--- src/rtl/cp0_regfile_pkg.sv ---
`default_nettype none
// ============================================================================
// Module      : cpu_defs (package)
// Description : Shared CP0 types, register numbers, vectors and bit positions
//               for the MIPS32 coprocessor-0 register file.
// Revision    : 1.0 - initial release
// ============================================================================
package cpu_defs;

    // Per-instruction CP0 operation produced by the exception handler
    typedef enum logic [3:0] {
        CP0_NONE    = 4'd0,
        CP0_EXC     = 4'd1,
        CP0_BADVA   = 4'd2,
        CP0_TLB_EXC = 4'd3,
        CP0_ERET    = 4'd4,
        CP0_MTC0    = 4'd5,
        CP0_TLBW    = 4'd6,
        CP0_TLBR    = 4'd7,
        CP0_TLBP    = 4'd8
    } cp0_op_t;

    // Exception details accompanying an exception commit
    typedef struct packed {
        logic [31:0] epc;
        logic        cause_bd;
        logic [4:0]  cause_exccode;
        logic [31:0] badvaddr;
    } exc_info_t;

    // Exception codes written into Cause.ExcCode
    localparam logic [4:0] EXCCODE_INT  = 5'd0;
    localparam logic [4:0] EXCCODE_MOD  = 5'd1;
    localparam logic [4:0] EXCCODE_TLBL = 5'd2;
    localparam logic [4:0] EXCCODE_TLBS = 5'd3;
    localparam logic [4:0] EXCCODE_ADEL = 5'd4;
    localparam logic [4:0] EXCCODE_ADES = 5'd5;
    localparam logic [4:0] EXCCODE_SYS  = 5'd8;
    localparam logic [4:0] EXCCODE_BP   = 5'd9;
    localparam logic [4:0] EXCCODE_RI   = 5'd10;
    localparam logic [4:0] EXCCODE_OV   = 5'd12;

    // CP0 register numbers
    localparam logic [4:0] CP0_INDEX    = 5'd0;
    localparam logic [4:0] CP0_ENTRYLO0 = 5'd2;
    localparam logic [4:0] CP0_ENTRYLO1 = 5'd3;
    localparam logic [4:0] CP0_BADVADDR = 5'd8;
    localparam logic [4:0] CP0_COUNT    = 5'd9;
    localparam logic [4:0] CP0_ENTRYHI  = 5'd10;
    localparam logic [4:0] CP0_COMPARE  = 5'd11;
    localparam logic [4:0] CP0_STATUS   = 5'd12;
    localparam logic [4:0] CP0_CAUSE    = 5'd13;
    localparam logic [4:0] CP0_EPC      = 5'd14;

    // Exception vectors (BEV=1 bootstrap space)
    localparam logic [31:0] EXC_VEC_REFILL  = 32'hBFC0_0200;
    localparam logic [31:0] EXC_VEC_GENERAL = 32'hBFC0_0380;

    // Status / Cause bit positions
    localparam int STATUS_IE     = 0;
    localparam int STATUS_EXL    = 1;
    localparam int STATUS_BEV    = 22;
    localparam int CAUSE_EXC_LO  = 2;
    localparam int CAUSE_EXC_HI  = 6;
    localparam int CAUSE_IP_LO   = 10;
    localparam int CAUSE_IP_HI   = 15;
    localparam int CAUSE_TI      = 30;
    localparam int CAUSE_BD      = 31;

    // Reset value and software-writable masks
    localparam logic [31:0] STATUS_RESET   = 32'h0040_0000;
    localparam logic [31:0] STATUS_WMASK   = 32'h0000_FF03;
    localparam logic [31:0] CAUSE_WMASK    = 32'h0000_0300;
    localparam logic [31:0] ENTRYHI_WMASK  = 32'hFFFF_E0FF;
    localparam logic [31:0] ENTRYHI_VPN2   = 32'hFFFF_E000;
    localparam logic [31:0] ENTRYLO_WMASK  = 32'h03FF_FFFF;

endpackage : cpu_defs
`default_nettype wire

--- src/rtl/cp0_regfile_if.sv ---
`default_nettype none
// ============================================================================
// Module      : cp0_regfile_if
// Description : Bundle of pipeline <-> CP0 signals. The master side is the
//               pipeline/exception handler, the slave side is the register file.
// Revision    : 1.0 - initial release
// ============================================================================
interface cp0_regfile_if;
    import cpu_defs::*;

    cp0_op_t     cp0_op;
    logic        is_valid_exc;
    exc_info_t   exc_info;
    logic        tlb_refill;
    logic [4:0]  mtc0_addr;
    logic [31:0] mtc0_wdata;
    logic [4:0]  mfc0_addr;
    logic [31:0] mfc0_rdata;
    logic [5:0]  hw_int;
    logic [31:0] tlbr_entryhi;
    logic [31:0] tlbr_entrylo0;
    logic [31:0] tlbr_entrylo1;
    logic [31:0] tlbp_index;
    logic [31:0] cp0_status;
    logic [31:0] cp0_cause;
    logic [31:0] cp0_epc;
    logic [31:0] cp0_entryhi;
    logic [31:0] cp0_entrylo0;
    logic [31:0] cp0_entrylo1;
    logic [31:0] cp0_index;
    logic        exc_redirect;
    logic [31:0] redirect_pc;

    modport master (
        output cp0_op, is_valid_exc, exc_info, tlb_refill,
        output mtc0_addr, mtc0_wdata, mfc0_addr, hw_int,
        output tlbr_entryhi, tlbr_entrylo0, tlbr_entrylo1, tlbp_index,
        input  mfc0_rdata, cp0_status, cp0_cause, cp0_epc,
        input  cp0_entryhi, cp0_entrylo0, cp0_entrylo1, cp0_index,
        input  exc_redirect, redirect_pc
    );

    modport slave (
        input  cp0_op, is_valid_exc, exc_info, tlb_refill,
        input  mtc0_addr, mtc0_wdata, mfc0_addr, hw_int,
        input  tlbr_entryhi, tlbr_entrylo0, tlbr_entrylo1, tlbp_index,
        output mfc0_rdata, cp0_status, cp0_cause, cp0_epc,
        output cp0_entryhi, cp0_entrylo0, cp0_entrylo1, cp0_index,
        output exc_redirect, redirect_pc
    );

endinterface : cp0_regfile_if
`default_nettype wire

--- src/rtl/cp0_regfile_timer.sv ---
`default_nettype none
// ============================================================================
// Module      : cp0_timer
// Description : Count/Compare timer. Count advances every second cycle; TI is
//               set when Count matches Compare and cleared by a Compare write.
// Revision    : 1.0 - initial release
// ============================================================================
module cp0_timer (
    input  wire logic        clk,
    input  wire logic        rst,
    input  wire logic        count_we,
    input  wire logic [31:0] count_wdata,
    input  wire logic        compare_we,
    input  wire logic [31:0] compare_wdata,
    output logic      [31:0] count,
    output logic      [31:0] compare,
    output logic             ti
);

    logic        r_tick;
    logic [31:0] r_count;
    logic [31:0] r_compare;
    logic        r_ti;
    logic [31:0] w_count_next;
    logic [31:0] w_compare_next;
    logic        w_ti_next;

    // Next-state: software writes win over the increment and over a TI set
    always_comb begin
        w_count_next   = r_count;
        w_compare_next = r_compare;
        w_ti_next      = r_ti;
        if (count_we) begin
            w_count_next = count_wdata;
        end else if (r_tick) begin
            w_count_next = r_count + 32'd1;
        end
        if (compare_we) begin
            w_compare_next = compare_wdata;
        end
        if (compare_we) begin
            w_ti_next = 1'b0;
        end else if (w_count_next == w_compare_next) begin
            w_ti_next = 1'b1;
        end
    end

    // Timer state register
    always_ff @(posedge clk) begin
        if (rst) begin
            r_tick    <= 1'b0;
            r_count   <= 32'd0;
            r_compare <= 32'd0;
            r_ti      <= 1'b0;
        end else begin
            r_tick    <= ~r_tick;
            r_count   <= w_count_next;
            r_compare <= w_compare_next;
            r_ti      <= w_ti_next;
        end
    end

    assign count   = r_count;
    assign compare = r_compare;
    assign ti      = r_ti;

endmodule : cp0_timer
`default_nettype wire

--- src/rtl/cp0_regfile.sv ---
`default_nettype none
// ============================================================================
// Module      : cp0_regfile
// Description : MIPS32 coprocessor-0 register file. Commits exception state,
//               executes MTC0/ERET/TLBR/TLBP side effects, hosts the timer and
//               drives the fetch redirect.
// Revision    : 1.0 - initial release
// ============================================================================
module cp0_regfile
    import cpu_defs::*;
#(
    parameter int TLB_ENTRIES = 16
) (
    input  wire logic   clk,
    input  wire logic   rst,
    cp0_regfile_if.slave bus
);

    localparam int          IDX_W      = $clog2(TLB_ENTRIES);
    localparam logic [31:0] c_idx_mask = {{(32 - IDX_W){1'b0}}, {IDX_W{1'b1}}};
    localparam logic [31:0] c_tlbp_mask = c_idx_mask | 32'h8000_0000;

    logic [31:0] r_index;
    logic [31:0] r_entrylo0;
    logic [31:0] r_entrylo1;
    logic [31:0] r_badvaddr;
    logic [31:0] r_entryhi;
    logic [31:0] r_status;
    logic [31:0] r_cause;
    logic [31:0] r_epc;

    logic        w_is_exc;
    logic        w_count_we;
    logic        w_compare_we;
    logic [31:0] w_count;
    logic [31:0] w_compare;
    logic        w_ti;
    logic [31:0] w_cause;

    assign w_is_exc = bus.is_valid_exc &&
                      (bus.cp0_op == CP0_EXC || bus.cp0_op == CP0_BADVA ||
                       bus.cp0_op == CP0_TLB_EXC);
    assign w_count_we   = (bus.cp0_op == CP0_MTC0) && (bus.mtc0_addr == CP0_COUNT);
    assign w_compare_we = (bus.cp0_op == CP0_MTC0) && (bus.mtc0_addr == CP0_COMPARE);

    cp0_timer u_timer (
        .clk           (clk),
        .rst           (rst),
        .count_we      (w_count_we),
        .count_wdata   (bus.mtc0_wdata),
        .compare_we    (w_compare_we),
        .compare_wdata (bus.mtc0_wdata),
        .count         (w_count),
        .compare       (w_compare),
        .ti            (w_ti)
    );

    // The TI bit lives in the timer; splice it into the visible Cause value
    assign w_cause = (r_cause & ~(32'd1 << CAUSE_TI)) | ({31'd0, w_ti} << CAUSE_TI);

    // Architectural register updates for exceptions, ERET, MTC0 and TLB ops
    always_ff @(posedge clk) begin
        if (rst) begin
            r_index    <= 32'd0;
            r_entrylo0 <= 32'd0;
            r_entrylo1 <= 32'd0;
            r_badvaddr <= 32'd0;
            r_entryhi  <= 32'd0;
            r_status   <= STATUS_RESET;
            r_cause    <= 32'd0;
            r_epc      <= 32'd0;
        end else begin
            // Interrupt-pending lines are resampled every cycle, independent of the op
            r_cause[CAUSE_IP_HI:CAUSE_IP_LO] <= {bus.hw_int[5] | w_ti, bus.hw_int[4:0]};

            case (bus.cp0_op)
                CP0_EXC, CP0_BADVA, CP0_TLB_EXC: begin
                    if (bus.is_valid_exc) begin
                        r_epc                              <= bus.exc_info.epc;
                        r_cause[CAUSE_BD]                  <= bus.exc_info.cause_bd;
                        r_cause[CAUSE_EXC_HI:CAUSE_EXC_LO] <= bus.exc_info.cause_exccode;
                        r_status[STATUS_EXL]               <= 1'b1;
                        if (bus.cp0_op != CP0_EXC) begin
                            r_badvaddr <= bus.exc_info.badvaddr;
                        end
                        if (bus.cp0_op == CP0_TLB_EXC) begin
                            // VPN2 follows the faulting address, ASID is preserved
                            r_entryhi <= (r_entryhi & ~ENTRYHI_VPN2) |
                                         (bus.exc_info.badvaddr & ENTRYHI_VPN2);
                        end
                    end
                end
                CP0_ERET: begin
                    r_status[STATUS_EXL] <= 1'b0;
                end
                CP0_MTC0: begin
                    case (bus.mtc0_addr)
                        CP0_INDEX:    r_index    <= bus.mtc0_wdata & c_idx_mask;
                        CP0_ENTRYLO0: r_entrylo0 <= bus.mtc0_wdata & ENTRYLO_WMASK;
                        CP0_ENTRYLO1: r_entrylo1 <= bus.mtc0_wdata & ENTRYLO_WMASK;
                        CP0_ENTRYHI:  r_entryhi  <= bus.mtc0_wdata & ENTRYHI_WMASK;
                        CP0_STATUS:   r_status   <= (r_status & ~STATUS_WMASK) |
                                                    (bus.mtc0_wdata & STATUS_WMASK);
                        CP0_CAUSE:    r_cause[9:8] <= bus.mtc0_wdata[9:8];
                        CP0_EPC:      r_epc      <= bus.mtc0_wdata;
                        default: ;
                    endcase
                end
                CP0_TLBR: begin
                    r_entryhi  <= bus.tlbr_entryhi  & ENTRYHI_WMASK;
                    r_entrylo0 <= bus.tlbr_entrylo0 & ENTRYLO_WMASK;
                    r_entrylo1 <= bus.tlbr_entrylo1 & ENTRYLO_WMASK;
                end
                CP0_TLBP: begin
                    r_index <= bus.tlbp_index & c_tlbp_mask;
                end
                default: ;
            endcase
        end
    end

    // MFC0 read mux on pre-edge values; unimplemented numbers read as zero
    always_comb begin
        bus.mfc0_rdata = 32'd0;
        case (bus.mfc0_addr)
            CP0_INDEX:    bus.mfc0_rdata = r_index;
            CP0_ENTRYLO0: bus.mfc0_rdata = r_entrylo0;
            CP0_ENTRYLO1: bus.mfc0_rdata = r_entrylo1;
            CP0_BADVADDR: bus.mfc0_rdata = r_badvaddr;
            CP0_COUNT:    bus.mfc0_rdata = w_count;
            CP0_ENTRYHI:  bus.mfc0_rdata = r_entryhi;
            CP0_COMPARE:  bus.mfc0_rdata = w_compare;
            CP0_STATUS:   bus.mfc0_rdata = r_status;
            CP0_CAUSE:    bus.mfc0_rdata = w_cause;
            CP0_EPC:      bus.mfc0_rdata = r_epc;
            default:      bus.mfc0_rdata = 32'd0;
        endcase
    end

    // Redirect target: ERET returns to EPC, a first-level refill uses the refill vector
    always_comb begin
        bus.exc_redirect = 1'b0;
        bus.redirect_pc  = EXC_VEC_GENERAL;
        if (!rst) begin
            bus.exc_redirect = w_is_exc || (bus.cp0_op == CP0_ERET);
        end
        if (bus.cp0_op == CP0_ERET) begin
            bus.redirect_pc = r_epc;
        end else if (bus.cp0_op == CP0_TLB_EXC && bus.tlb_refill &&
                     !r_status[STATUS_EXL]) begin
            bus.redirect_pc = EXC_VEC_REFILL;
        end
    end

    assign bus.cp0_status   = r_status;
    assign bus.cp0_cause    = w_cause;
    assign bus.cp0_epc      = r_epc;
    assign bus.cp0_entryhi  = r_entryhi;
    assign bus.cp0_entrylo0 = r_entrylo0;
    assign bus.cp0_entrylo1 = r_entrylo1;
    assign bus.cp0_index    = r_index;

endmodule : cp0_regfile
`default_nettype wire

--- src/flat_wrapper.sv ---
// flat-port wrapper written by rule: the top's interface ports become plain ports
module cp0_regfile_flat import cpu_defs::*;
#(
    parameter int TLB_ENTRIES = 16
)
  (clk, rst, bus_cp0_op, bus_is_valid_exc, bus_exc_info, bus_tlb_refill, bus_mtc0_addr, bus_mtc0_wdata, bus_mfc0_addr, bus_hw_int, bus_tlbr_entryhi, bus_tlbr_entrylo0, bus_tlbr_entrylo1, bus_tlbp_index, bus_mfc0_rdata, bus_cp0_status, bus_cp0_cause, bus_cp0_epc, bus_cp0_entryhi, bus_cp0_entrylo0, bus_cp0_entrylo1, bus_cp0_index, bus_exc_redirect, bus_redirect_pc);
  cp0_regfile_if bus_i ();
  input  wire logic clk;
  input  wire logic rst;
  input wire logic [$bits(bus_i.cp0_op)-1:0] bus_cp0_op;
  input wire logic [$bits(bus_i.is_valid_exc)-1:0] bus_is_valid_exc;
  input wire logic [$bits(bus_i.exc_info)-1:0] bus_exc_info;
  input wire logic [$bits(bus_i.tlb_refill)-1:0] bus_tlb_refill;
  input wire logic [$bits(bus_i.mtc0_addr)-1:0] bus_mtc0_addr;
  input wire logic [$bits(bus_i.mtc0_wdata)-1:0] bus_mtc0_wdata;
  input wire logic [$bits(bus_i.mfc0_addr)-1:0] bus_mfc0_addr;
  input wire logic [$bits(bus_i.hw_int)-1:0] bus_hw_int;
  input wire logic [$bits(bus_i.tlbr_entryhi)-1:0] bus_tlbr_entryhi;
  input wire logic [$bits(bus_i.tlbr_entrylo0)-1:0] bus_tlbr_entrylo0;
  input wire logic [$bits(bus_i.tlbr_entrylo1)-1:0] bus_tlbr_entrylo1;
  input wire logic [$bits(bus_i.tlbp_index)-1:0] bus_tlbp_index;
  output wire logic [$bits(bus_i.mfc0_rdata)-1:0] bus_mfc0_rdata;
  output wire logic [$bits(bus_i.cp0_status)-1:0] bus_cp0_status;
  output wire logic [$bits(bus_i.cp0_cause)-1:0] bus_cp0_cause;
  output wire logic [$bits(bus_i.cp0_epc)-1:0] bus_cp0_epc;
  output wire logic [$bits(bus_i.cp0_entryhi)-1:0] bus_cp0_entryhi;
  output wire logic [$bits(bus_i.cp0_entrylo0)-1:0] bus_cp0_entrylo0;
  output wire logic [$bits(bus_i.cp0_entrylo1)-1:0] bus_cp0_entrylo1;
  output wire logic [$bits(bus_i.cp0_index)-1:0] bus_cp0_index;
  output wire logic [$bits(bus_i.exc_redirect)-1:0] bus_exc_redirect;
  output wire logic [$bits(bus_i.redirect_pc)-1:0] bus_redirect_pc;
  assign bus_i.cp0_op = bus_cp0_op;
  assign bus_i.is_valid_exc = bus_is_valid_exc;
  assign bus_i.exc_info = bus_exc_info;
  assign bus_i.tlb_refill = bus_tlb_refill;
  assign bus_i.mtc0_addr = bus_mtc0_addr;
  assign bus_i.mtc0_wdata = bus_mtc0_wdata;
  assign bus_i.mfc0_addr = bus_mfc0_addr;
  assign bus_i.hw_int = bus_hw_int;
  assign bus_i.tlbr_entryhi = bus_tlbr_entryhi;
  assign bus_i.tlbr_entrylo0 = bus_tlbr_entrylo0;
  assign bus_i.tlbr_entrylo1 = bus_tlbr_entrylo1;
  assign bus_i.tlbp_index = bus_tlbp_index;
  assign bus_mfc0_rdata = bus_i.mfc0_rdata;
  assign bus_cp0_status = bus_i.cp0_status;
  assign bus_cp0_cause = bus_i.cp0_cause;
  assign bus_cp0_epc = bus_i.cp0_epc;
  assign bus_cp0_entryhi = bus_i.cp0_entryhi;
  assign bus_cp0_entrylo0 = bus_i.cp0_entrylo0;
  assign bus_cp0_entrylo1 = bus_i.cp0_entrylo1;
  assign bus_cp0_index = bus_i.cp0_index;
  assign bus_exc_redirect = bus_i.exc_redirect;
  assign bus_redirect_pc = bus_i.redirect_pc;
  cp0_regfile #(.TLB_ENTRIES(TLB_ENTRIES)) u_core (.clk(clk), .rst(rst), .bus(bus_i));
endmodule
--- config.mk ---
export PLATFORM = sky130hd
export DESIGN_NAME = cp0_regfile_flat
export DESIGN_NICKNAME = d
export VERILOG_FILES = /design/src/rtl/cp0_regfile_pkg.sv /design/src/rtl/cp0_regfile_if.sv /design/src/rtl/cp0_regfile_timer.sv /design/src/rtl/cp0_regfile.sv /design/src/flat_wrapper.sv
export SDC_FILE = /design/constraint.sdc
export NUM_CORES = 1
export LEC_CHECK = 0
export CAP_MARGIN = 5
export CORE_AREA = 5 5 207 209
export CTS_BUF_LIST = sky130_fd_sc_hd__clkbuf_2 sky130_fd_sc_hd__clkbuf_4 sky130_fd_sc_hd__clkbuf_8
export DETAILED_ROUTE_END_ITERATION = 10
export DIE_AREA = 0 0 212 214
export PLACE_DENSITY = 0.65
export SYNTH_ARGS = -nofsm -noshare
export SYNTH_HDL_FRONTEND = slang
export SYNTH_SLANG_ARGS = --single-unit
--- constraint.sdc ---
create_clock -name clk -period 3.5 [get_ports clk]
set_input_delay 0.35 -clock clk [delete_from_list [all_inputs] [get_ports clk]]
set_output_delay 0.35 -clock clk [all_outputs]
set_load 0.01 [all_outputs]
==> results.cfg, run 1 <==
[grt]
track_usage_pct = 29.2
antenna_found_initial = 5
grt_pass1_vias = 15200
grt_start_max_net_pins = 119
gr-total-overflow = 0
grt_first_pass_wirelength_microns = 101000

[synthesis]
synth-simple-area-share_pct = 22.7
yosysSeqAreaShare_pct = 35.2
synth_edf_count = 0
synth_xor_area_share_pct = 4.66
syn_area_per_cell_sq_um = 7.75
synth_compound_area_share_pct = 24.4
synthFlopType = dfxtp_1
synth_area_sq_um = 13800
synthAdderAreaFrac_pct = 0.0905
synth_cell_types = 77
yosysWarnings = 0
async_flop_share_pct = 0
synth_seq_cells = 243
synth_top_family_by_area = compound AO/OA/AOI/OAI gates
netlist_instances = 1784
muxShareOfSynthArea_pct = 3.48

[drt]
wl_per_cell_microns = 25.8
avgViaCountPerCell = 5.74
firstDrtPassIters = 8
postRouteWirelength_microns = 70800
postRouteAntennaNets = 0
via_count = 15800
drtIter0Drc = 1996
route.detailed.drc = 0

[finish]
final_area_sq_um = 19600
fin_nets = 2437
drive_above_1_share_pct = 9.89
post-route-util_pct = 48.3
n_fill_cell = 3997
syn_to_final_growth_pct = 42.0

[clocking]
root_buffer = clkbuf_8
holdBufCountCts = 0
cts_buffers = 43
clk_pin_slew_ns = 0.05
clockBufferDepth = 3
cts_resized = 0
post-cts-setup-buffers = 0
htree_levels = 2
cts_sinks = 243
insertion_delay_ns = 0.59
cts_tree = done

[worst_setup_path]
path_class = in2out
worst-path-max-fanout = 20
critPathArrivalTime_ns = 3.04
r2r_start = u_core.u_timer.count[1]$_SDFF_PP0_
cp-startpoint = bus_mfc0_addr[2]
cp-end-kind = output pin
start_kind = input port
worst_ep_required_time_ns = 3.15

[sta]
hold_viol_final = 0
fin_tns_setup_ns = 0
final.setup_skew_ns = 0.0297
period_needed_ns = 3.39
slew_viol_final = 0
rsz0062_at_grt = no
tightest_slew_ns = 0.691
slew_headroom_pct = 53.5
fin_crit_sh_pct = 96.7
setup_violations = 0
max_freq_mhz = 295

[floorplanning]
start_util_pct = 34.0
fp.dieW_microns = 212
ios = 543
dieArea_sq_um = 45400
rows = 74
core-area_sq_um = 40600
die_h_microns = 214

[placed_design]
dpl.hpwl_microns = 53500
portBuffers = 420
placed_cell_area_sq_um = 18700
globalplace.congestion = 0.959

[outcome]
status = finished, final reports clean

[power]
leakagePower_uw = 0.00706
ir_worst_vdd_mv = 0.241
p_per_area_nw_per_um2 = 347

[hold_path]
min_path_type = in2reg
min_from = rst

[job]
drv_cap = 0
logic make-up (layout without fill, tap and decap cells):
| family | count (synthesis) | in the layout |
|---|---|---|
| muxes | 48 | 48 |
| AOI/OAI and AO/OA | 480 | 480 |
| xor gates and xnor gates | 72 | 72 |
| and+or+nand+nor | 681 | 681 |
| DFF | 243 | 243 |
| other | 2 | 82 |
| adders and majority gates | 1 | 1 |
| buffers and inverters | 257 | 611 |
worst max-delay path, stage by stage:
cell and delay, ns:
clkdlybuf4s50_1 0.63, nand2b_1 0.40, nor2_4 0.34, buf_4 0.36, a22o_1 0.20, a221oi_1 0.05, nand3_1 0.11, clkdlybuf4s50_1 0.57
path summary, 6_finish.rpt:
kind | depth (start not counted) | endpoint | slack (ns)
max | 8 | bus_mfc0_rdata[15] | 0.11
min | 2 | u_core.bus.cp0_entryhi[29]$_SDFFE_PP0P_ | 0.29
max reg2reg | 11 | u_core.u_timer.ti$_SDFFE_PP0N_ | 0.34
min reg2reg | 2 | u_core.r_badvaddr[18]$_SDFFE_PP0P_ | 0.46
layout make-up:
class | count | area (sq um) | share of cell area [%]
timing repair buffer | 523 | 5080 | 25.9
inverter | 11 | 41.3 | 0.210
tap | 532 | 666 | 3.39
multi-input combinational | 1360 | 8050 | 41.0
sequential | 243 | 4860 | 24.8
clock inverter | 6 | 36.3 | 0.185
antenna | 4 | 10.0 | 0.0510
clock buffer | 71 | 896 | 4.56
stage by stage:
step / std cells / hold WS, ns / setup slack, ns / power [uW]
2_1_floorplan: 1860 / 0.436 / 1.02 / 3420
3_3_place_gp: 2669 / 0.442 / 0.196 / 3960
3_5_place_dp: 2669 / 0.449 / 0.166 / 3970
4_1_cts: 2746 / 0.288 / 0.151 / 6820
5_1_grt: 2749 / 0.314 / 0.0428 / 7030
6_report: 2750 / 0.294 / 0.114 / 6810
synth_stat cells (31+ instances only):
cell | number | area, sq um
a21oi_1 | 160 | 801
a22oi_1 | 107 | 803
mux2i_1 | 48 | 480
nand2_1 | 289 | 1080
buf_4 | 83 | 623
dfxtp_1 | 243 | 4860
clkbuf_1 | 131 | 492
a211oi_1 | 45 | 338
and2_1 | 31 | 194
xnor2_1 | 48 | 420
nor2_1 | 184 | 691
a311oi_1 | 41 | 359
nand3_1 | 45 | 225
flip-flops by register name, summed over array words and instances, names as in the netlist:
| signal | count |
|---|---|
| u_core.bus.cp0_epc | 32 |
| u_core.r_badvaddr | 32 |
| u_core.r_cause | 14 |
| u_core.bus.cp0_entrylo1 | 26 |
| u_core.bus.cp0_index | 5 |
| u_core.u_timer.r_tick | 1 |
| u_core.u_timer.count | 32 |
| u_core.u_timer.ti | 1 |
| u_core.bus.cp0_status | 10 |
| u_core.u_timer.compare | 32 |
| u_core.bus.cp0_entryhi | 32 |
| u_core.bus.cp0_entrylo0 | 26 |
layer usage:
metal	share of wire [%]	GRT usage, %	wire length (microns)	up-vias
li1	-	-	-	7068
met1	39	36.7	27700	7587
met2	47	47.9	33200	968
met3	10	7.08	7050	146
met4	4.1	11.7	2900	4
met5	0.035	0	25	-
cells in the final DEF (no fill, tap or decap), types with 6 or more instances in the layout:
master,instances
clkbuf_8,59
nand3_1,44
a21oi_1,160
nand4_1,19
clkdlybuf4s50_1,418
nand2_1,289
nand2b_1,14
a22o_1,16
nor3_1,22
xor2_1,23
xnor2_1,48
and4_1,8
and3_1,7
o22ai_1,6
a222oi_1,26
inv_1,10
mux2i_1,48
a311oi_1,41
nor2_1,176
nor3_2,6
buf_12,8
buf_4,95
a211oi_1,45
dfxtp_1,243
conb_1,78
a221oi_1,17
o21ai_0,15
a22oi_1,107
nor4_1,20
clkbuf_4,13
and2_1,30
nor2b_1,9
where the power goes:
| part | switching, uW | total, uW | leakage (uW) | internal [uW] |
|---|---|---|---|---|
| combinational | 523 | 998 | 0.00460 | 475 |
| clock | 1270 | 2880 | 0.000497 | 1610 |
| sequential | 90.9 | 2930 | 0.00197 | 2840 |
| total | 1880 | 6810 | 0.00706 | 4930 |
Note: power is estimated with default switching activity, not from simulation.
==> run 2, diff against run 1 <==
--- a/config.mk
+++ b/config.mk
@@ -10,6 +10,7 @@
 export CTS_BUF_LIST = sky130_fd_sc_hd__clkbuf_2 sky130_fd_sc_hd__clkbuf_4 sky130_fd_sc_hd__clkbuf_8
 export DETAILED_ROUTE_END_ITERATION = 10
 export DIE_AREA = 0 0 212 214
+export HOLD_SLACK_MARGIN = 0.12
 export PLACE_DENSITY = 0.65
 export SYNTH_ARGS = -nofsm -noshare
 export SYNTH_HDL_FRONTEND = slang
==> results of run 2 <==
Final layout, timing and power as in run 1 (identical DEF).
==> run 3, diff against run 2 <==
--- a/config.mk
+++ b/config.mk
@@ -10,6 +10,7 @@
 export CTS_BUF_LIST = sky130_fd_sc_hd__clkbuf_2 sky130_fd_sc_hd__clkbuf_4 sky130_fd_sc_hd__clkbuf_8
 export DETAILED_ROUTE_END_ITERATION = 10
 export DIE_AREA = 0 0 212 214
+export GPL_TIMING_DRIVEN = 0
 export HOLD_SLACK_MARGIN = 0.12
 export PLACE_DENSITY = 0.65
 export SYNTH_ARGS = -nofsm -noshare
==> results.cfg, run 3 (synthesized netlist as in run 1, its figures left out) <==
[finish]
drive_above_1_share_pct = 10.2
final_area_sq_um = 19900
n_fill_cell = 4056
multi_input_area_sq_um = 8040
post-route-util_pct = 48.9
syn_to_final_growth_pct = 43.7
fin_nets = 2559
final_cell_mix = 392 x clkdlybuf4s50_1, 289 x nand2_1, 243 x dfxtp_1
layout_commonest_cell = clkdlybuf4s50_1
seqCellArea_sq_um = 4860
layout.cells.non_filler = 2868

[floorplanning]
fp.dieW_microns = 212
dieArea_sq_um = 45400
start_util_pct = 34.0
die_h_microns = 214
rows = 74
ios = 543
core-area_sq_um = 40600

[worst_setup_path]
r2r_slack_ns = 0.13
cp-startpoint = bus_mfc0_addr[2]
critPathArrivalTime_ns = 3.14
worst_ep_required_time_ns = 3.15
cp-end-kind = output pin
path_class = in2out
start_kind = input port
max_stage_delay_ns = 0.57
cp_common_cell = clkbuf_4
worst-path-max-fanout = 10
crit_end = bus_mfc0_rdata[5]
slowest_stage = clkdlybuf4s50_1
reg2reg_to = u_core.u_timer.ti$_SDFFE_PP0N_
r2r_start = u_core.u_timer.count[5]$_SDFF_PP0_
r2r_cells = 9
path_cells = clkdlybuf4s15_1 -> nand2b_1 -> nor2_2 -> clkbuf_4 -> clkbuf_4 -> a22oi_1 -> nand4_1 -> clkdlybuf4s50_1

[power]
leakagePower_uw = 0.00725
netSwitchingPower_uw = 1990
p_per_area_nw_per_um2 = 352
power_frac_seq_pct = 42.0
p_int_uw = 4990
ir_worst_vdd_mv = 0.217
swShare_pct = 28.5
clkPwrFrac_pct = 42.3
p_comb_share_pct = 15.7
fin_total_pwr_uw = 6980

[sta]
setup_violations = 0
slew_viol_final = 0
rsz0062_at_grt = yes
max_freq_mhz = 286
final.setup_skew_ns = 0.0228
whs_ns = 0.193
hold_viol_final = 0
period_needed_ns = 3.49
slew_headroom_pct = 25.7
fin_crit_sh_pct = 99.7
tightest_slew_ns = 1.11

[grt]
antenna_found_initial = 3
grt_pass1_vias = 16300
grt_start_max_net_pins = 11
grt_first_pass_wirelength_microns = 116000
track_usage_pct = 34.4
gr-total-overflow = 0

[clocking]
root_buffer = clkbuf_8
cts_tree = done
htree_levels = 2
clockBufferDepth = 3
cts_sinks = 243
clk_pin_slew_ns = 0.06
insertion_delay_ns = 0.59
cts_buffers = 44

[drt]
postRouteAntennaNets = 0
route.detailed.drc = 0
avgViaCountPerCell = 5.89
wl_per_cell_microns = 28.9
postRouteWirelength_microns = 83000
via_count = 16900
firstDrtPassIters = 6
drtIter0Drc = 2398

[placed_design]
placed_cell_area_sq_um = 18700
portBuffers = 393
dp_cells = 2785
globalplace.congestion = 1.01
dpl.hpwl_microns = 65200

[job]
drv_cap = 0

[outcome]
status = finished, final reports clean

[hold_path]
min_path_type = in2reg
run 3: power groups by stage:
stage	logic (uW)	clock network (uW)	registers (uW)
after global placement	1050	0	2990
after floorplan	453	0	2970
final	1100	2960	2930
after CTS	1070	2940	2930
after global routing	1150	3050	2930
after detailed placement	1060	0	2990
run 3: worst min-delay path by stage:
stage | startpoint | endpoint | slack [ns] | cells past startpoint
CTS | bus_mtc0_wdata[26] | u_core.u_timer.compare[26]$_SDFF_PP0_ | 0.16 | 3
finish | bus_mtc0_wdata[26] | u_core.u_timer.compare[26]$_SDFF_PP0_ | 0.19 | 3
global route | bus_mtc0_wdata[26] | u_core.u_timer.compare[26]$_SDFF_PP0_ | 0.23 | 3
global placement | u_core.r_badvaddr[31]$_SDFFE_PP0P_ | u_core.r_badvaddr[31]$_SDFFE_PP0P_ | 0.44 | 2
detailed placement | u_core.r_badvaddr[18]$_SDFFE_PP0P_ | u_core.r_badvaddr[18]$_SDFFE_PP0P_ | 0.45 | 2
floorplan | u_core.r_badvaddr[10]$_SDFFE_PP0P_ | u_core.r_badvaddr[10]$_SDFFE_PP0P_ | 0.44 | 2
run 3: repair_timing:
action | in CTS | in global routing
hold buffers | 0 | 0
setup endpoints to repair | 85 | 64
resized for setup | 47 | 25
pin swaps | 1 | 1
setup buffers | 2 | 3
run 3: worst max-delay path, delay by kind of cell:
family                 cells  cell delay (ns)
buffers and inverters      4             1.69
and+or+nand+nor            3             0.91
AOI/OAI and AO/OA          1             0.18
run 3: cell type report:
| type | instances | area share [%] |
|---|---|---|
| diodes | 2 | 0.0252 |
| clock buffers | 72 | 4.45 |
| well taps | 532 | 3.35 |
| inverters | 11 | 0.208 |
| flip-flops and latches | 243 | 24.5 |
| clock inverters | 4 | 0.227 |
| multi-input cells | 1360 | 40.5 |
| repair buffers | 399 | 20.1 |
| plain buffers | 245 | 6.71 |
run 3: per-stage QoR:
step | setup TNS (ns) | worst slack [ns]
floorplan | 0 | 1.02
global route | -0.0405 | -0.0405
finish | 0 | 0.00910
detailed placement | -84.28 | -1.09
CTS | 0 | 0.00439
global placement | -95.53 | -1.07
run 3: routing by layer:
| metal | track usage (%) | up-vias | routed length (microns) |
|---|---|---|---|
| met5 | 0 | - | 39 |
| met4 | 15.8 | 6 | 4880 |
| met3 | 8.32 | 264 | 8830 |
| met2 | 56.3 | 1253 | 38100 |
| met1 | 42.7 | 8030 | 31200 |
| li1 | - | 7327 | - |
